[config.mk]
export PLATFORM = sky130hd
export DESIGN_NAME = pipo_load_arbiter_flat
export DESIGN_NICKNAME = d
export VERILOG_FILES = /design/src/rtl/pipo_load_arbiter_if.sv /design/src/rtl/pipo_load_arbiter.sv /design/src/flat_wrapper.sv
export SDC_FILE = /design/constraint.sdc
export NUM_CORES = 1
export LEC_CHECK = 0
export BUFFER_PORTS_ARGS = -buffer_cell sky130_fd_sc_hd__buf_4
export CAP_MARGIN = 10
export CORE_MARGIN = 4
export CORE_UTILIZATION = 40
export CTS_CLUSTER_SIZE = 40
export DETAILED_ROUTE_END_ITERATION = 12
export PLACE_DENSITY_LB_ADDON = 0.3
export SETUP_SLACK_MARGIN = 0.2
export SKIP_CTS_REPAIR_TIMING = 1
export SLEW_MARGIN = 30
export SYNTH_ARGS = -nofsm -noshare
export SYNTH_HDL_FRONTEND = slang
export SYNTH_SLANG_ARGS = --single-unit
[constraint.sdc]
create_clock -name clk -period 1.64 [get_ports clk]
set_input_delay 0.246 -clock clk [delete_from_list [all_inputs] [get_ports clk]]
set_output_delay 0.246 -clock clk [all_outputs]
set_load 0.02 [all_outputs]
[src/rtl/pipo_load_arbiter_if.sv]
// Requester-side bundle for the shared holding-register arbiter: requests and
// data in; grant, acknowledge and register view out.
interface pipo_load_arbiter_if #(
  parameter int WIDTH = 4,
  parameter int NREQ  = 4
);
  localparam int IDXW = $clog2(NREQ);

  logic [NREQ-1:0]       req;
  logic [NREQ*WIDTH-1:0] din;
  logic [NREQ-1:0]       gnt;
  logic [NREQ-1:0]       ack;
  logic [WIDTH-1:0]      q;
  logic                  q_valid;
  logic [IDXW-1:0]       owner;
  logic                  busy;

  modport master (
    output req, din,
    input  gnt, ack, q, q_valid, owner, busy
  );

  modport slave (
    input  req, din,
    output gnt, ack, q, q_valid, owner, busy
  );
endinterface

[src/rtl/pipo_load_arbiter.sv]
// Round-robin arbiter that loads one requester's word into a shared holding
// register per IDLE -> LOAD -> DONE transaction and pulses ack to the winner.
module pipo_load_arbiter #(
  parameter int WIDTH = 4,
  parameter int NREQ  = 4
) (
  input logic              clk,
  input logic              rst,
  pipo_load_arbiter_if.slave bus
);
  localparam int IDXW = $clog2(NREQ);

  typedef enum logic [1:0] {
    IDLE = 2'd0,
    LOAD = 2'd1,
    DONE = 2'd2
  } state_t;

  state_t          state, state_nxt;
  logic [IDXW-1:0] ptr;
  logic [IDXW-1:0] win;
  logic [IDXW-1:0] pick;
  logic [NREQ-1:0] win_oh;

  // First set request bit at or after p, wrapping; scanning downward lets the
  // nearest candidate overwrite the farther ones.
  function automatic logic [IDXW-1:0] rr_pick(input logic [NREQ-1:0] r,
                                              input logic [IDXW-1:0] p);
    logic [IDXW-1:0] sel;
    logic [IDXW-1:0] ix;
    int              idx;
    sel = p;
    for (int k = NREQ - 1; k >= 0; k--) begin
      idx = (int'(p) + k) % NREQ;
      ix  = IDXW'(idx);
      if (r[ix]) sel = ix;
    end
    return sel;
  endfunction

  function automatic logic [IDXW-1:0] next_ptr(input logic [IDXW-1:0] w);
    return (w == IDXW'(NREQ - 1)) ? '0 : w + 1'b1;
  endfunction

  assign pick   = rr_pick(bus.req, ptr);
  assign win_oh = NREQ'(1) << win;

  // Handshake outputs depend only on registered state and the latched winner.
  assign bus.gnt  = (state == LOAD) ? win_oh : '0;
  assign bus.ack  = (state == DONE) ? win_oh : '0;
  assign bus.busy = (state != IDLE);

  always_comb begin
    state_nxt = state;
    case (state)
      IDLE:    if (|bus.req) state_nxt = LOAD;
      LOAD:    state_nxt = bus.req[win] ? DONE : IDLE;
      DONE:    state_nxt = IDLE;
      default: state_nxt = IDLE;
    endcase
  end

  always_ff @(posedge clk) begin
    if (rst) begin
      state       <= IDLE;
      ptr         <= '0;
      win         <= '0;
      bus.q       <= '0;
      bus.q_valid <= 1'b0;
      bus.owner   <= '0;
    end else begin
      state <= state_nxt;
      case (state)
        IDLE: if (|bus.req) win <= pick;
        LOAD: begin
          if (bus.req[win]) begin
            bus.q       <= bus.din[win*WIDTH +: WIDTH];
            bus.owner   <= win;
            bus.q_valid <= 1'b1;
          end
        end
        DONE:    ptr <= next_ptr(win);
        default: ;
      endcase
    end
  end
endmodule

[src/flat_wrapper.sv]
// flat-port wrapper written by rule: the top's interface ports become plain ports
module pipo_load_arbiter_flat 
#(
  parameter int WIDTH = 4,
  parameter int NREQ  = 4
)
  (clk, rst, bus_req, bus_din, bus_gnt, bus_ack, bus_q, bus_q_valid, bus_owner, bus_busy);
  pipo_load_arbiter_if #(.WIDTH(WIDTH), .NREQ(NREQ)) bus_i ();
  input logic clk;
  input logic rst;
  input wire logic [$bits(bus_i.req)-1:0] bus_req;
  input wire logic [$bits(bus_i.din)-1:0] bus_din;
  output wire logic [$bits(bus_i.gnt)-1:0] bus_gnt;
  output wire logic [$bits(bus_i.ack)-1:0] bus_ack;
  output wire logic [$bits(bus_i.q)-1:0] bus_q;
  output wire logic [$bits(bus_i.q_valid)-1:0] bus_q_valid;
  output wire logic [$bits(bus_i.owner)-1:0] bus_owner;
  output wire logic [$bits(bus_i.busy)-1:0] bus_busy;
  assign bus_i.req = bus_req;
  assign bus_i.din = bus_din;
  assign bus_gnt = bus_i.gnt;
  assign bus_ack = bus_i.ack;
  assign bus_q = bus_i.q;
  assign bus_q_valid = bus_i.q_valid;
  assign bus_owner = bus_i.owner;
  assign bus_busy = bus_i.busy;
  pipo_load_arbiter #(.WIDTH(WIDTH), .NREQ(NREQ)) u_core (.clk(clk), .rst(rst), .bus(bus_i));
endmodule
==> results.yml <==
sta:
  final_max_slew_viol_count: 0
  timing.final.hold_violations: 0
  timing.setup.tns_ps: 0
  achievable-frequency_mhz: 681
  maximum_clock_skew_at_final_layout_ps: 2.21
  worst_rel_slew_slack_pct: 82.0
  minimum_clock_period_ps: 1470
  tightest_slew_ps: 266
  report.final.setup_viol: 0
  unrepaired_setup_endpoints_after_global_routing: "true"
  layout_worst_path_cycle_share_pct: 89.6
grt:
  grt_overflow_total: 0
  groute.usage.overall_pct: 16.0
  grt_first_pass_wirelength_um: 3210
  vias_in_the_first_global_route: 744
  grt_antenna_before_repair: 0
  grt_max_degree: 14
floorplanning:
  initial_util_pct: 43.8
  placeableCoreArea_sq_um: 1800
  die-height_um: 52.4
  row_count: 15
  die_width_um: 52.4
  boundaryPins: 38
  die_area_sq_um: 2750
routing:
  met3_wirelength_um: 111
  met1_length_um: 819
  wl_per_cell_um: 13.4
  total_number_of_vias: 780
  post_drt_via_cell_ratio: 5.06
  detailroute.wirelength.met2_um: 1110
  highest_layer: "met4"
  route.antenna.remaining_nets: 0
  drt_iter0_markers: 8
  postRouteWirelength_um: 2070
  dr.pass1.iters: 4
  drt_drc_violations_left: 0
finish:
  antennaDiodeCount: 0
  leading_cell_type_in_the_layout_fill_and_taps_excluded: "sky130_fd_sc_hd__buf_4"
  most-common-layout-cells: "sky130_fd_sc_hd__buf_4, sky130_fd_sc_hd__nor2_1, sky130_fd_sc_hd__dfxtp_1, sky130_fd_sc_hd__a21oi_1, sky130_fd_sc_hd__buf_6"
  design.final.nets: 156
  drive_above_1_share_pct: 53.5
  layout.core_utilization_pct: 70.1
  syn2layout_area_growth_pct: 60.1
pwr:
  ir_drop_mv: 0.593
  p_comb_share_pct: 36.3
  share_seq_of_total_power_pct: 41.0
  static-leakage-power_nw: 0.555
  fin_total_pwr_uw: 884
  switchingPower_uw: 273
  share_clk_of_total_power_pct: 22.7
  internal_power_uw: 611
  power_per_cell_area_nw_per_um2: 699
  swShare_pct: 30.9
synth:
  cell_taking_the_most_area_after_synthesis: "sky130_fd_sc_hd__dfxtp_1"
  synth_async_sr_flop_share_pct: 0
  synth.yosys.warnings: 0
  seq_area_frac_synth_pct: 33.0
  post_synthesis_instance_area_sq_um: 790
  synth_area_leaders: "sky130_fd_sc_hd__dfxtp_1, sky130_fd_sc_hd__mux4_2, sky130_fd_sc_hd__mux2i_1"
  synth_cell_type_count: 24
  synth_top_area_share_pct: 33.0
  yosys_most_used_dff: "sky130_fd_sc_hd__dfxtp_1"
  synth_enable_flop_cells: 0
  syn-num-nets: 109
  synthesis.area_per_instance_sq_um: 9.51
  synthesized_netlist_cell_count: 83
  ys_ff_latch: 13
place:
  dp.final_hpwl_um: 1610
  buffer_ports.inserted: 37
  place_congestion: 0.750
min_path:
  hold_path.class: "primary input to flop"
worst_setup_path:
  criticalPathCategory: "flop to primary output"
  critPathRequiredTime_ps: 1390
  timing.reg2reg.setup_slack_ps: 230
  crit_fanout: 7
  timing.critical_path.from_type: "flop"
  end_kind: "primary output"
  cp_data_arrival_time_ps: 1220
clocking:
  numClockSinks: 13
  cts_tree: "built"
  worst_skew_pair.late_latency_ps: 280
  cts_made_buffers: 3
  ctsRootBufferMaster: "sky130_fd_sc_hd__clkbuf_4"
  clockBufferDepth: 2
  clkTransAtPathRegs_ps: 80
  htree_levels: 1
job:
  max_cap_viol_count: 0
run_status:
  outcome: "finished clean"
## area by class of cell
type	count	area, sq um
clock buffers	4	26.3
repair buffers	44	353
flip-flops and latches	13	270
fillers	153	538
inverters	7	31.3
well taps	25	31.3
multi-input cells	61	552
## per-layer routing
layer,GRT usage (%),up-vias
met2,25.8,29
li1,-,383
met4,6.38,0
met5,0,-
met3,3.70,4
met1,20.5,364
## state kept, by name (all words and copies together), names as in the netlist
signal / count
u_core.ptr: 2
u_core.bus.owner: 2
u_core.bus.q: 4
u_core.win: 2
u_core.state: 2
u_core.bus.q_valid: 1
## power by group through the flow
| stage | combinational [mW] | sequential [mW] | clock, mW |
|---|---|---|---|
| floorplan | 0.145 | 0.377 | 0 |
| global placement | 0.278 | 0.362 | 0 |
| detailed placement | 0.284 | 0.363 | 0 |
| CTS | 0.285 | 0.355 | 0.208 |
| global route | 0.352 | 0.366 | 0.217 |
| finish | 0.321 | 0.362 | 0.201 |
## per-stage QoR
step	area, sq um	instances	setup WS [ps]	hold WS, ps
floorplan	790	83	251	315
global placement	1130	149	276	465
detailed placement	1130	149	229	471
CTS	1160	153	70.1	221
global route	1260	154	108	234
finish	1260	154	171	222
## cells in the mapped netlist, drive strengths merged (2+ instances only)
cell	instances
a21oi	6
nor2	15
o21ai	2
mux4	4
a221oi	2
nor2b	3
inv	7
nand2	2
mux2i	6
dfxtp	13
ha	4
and2	8
## worst paths after layout
path	startpoint	end	depth (start not counted)
worst max-delay path	u_core.win[0]	bus_gnt[1]	4
worst min register to register	u_core.bus.q_valid	u_core.bus.q_valid	2
worst min-delay path	rst	u_core.bus.q[1]	2
worst max register to register	u_core.win[0]	u_core.bus.q[0]	6
## critical path, cell delays in order (launching register included)
cell and delay (ps):
sky130_fd_sc_hd__dfxtp_2 330, sky130_fd_sc_hd__buf_6 130, sky130_fd_sc_hd__ha_1 200, sky130_fd_sc_hd__and2_1 140
sky130_fd_sc_hd__buf_4 150
## cell families (layout without fill, tap and decap cells)
group           Yosys count  in the layout  share of synthesized area [%]
simple gates             31             31                           20.0
fa+ha+maj                 4              4                           6.34
flops                    13             13                           33.0
mux                      11             11                           20.9
buf+inv                   9             55                           4.75
compound gates           15             15                           15.1
(Power assumes the default switching activity.)
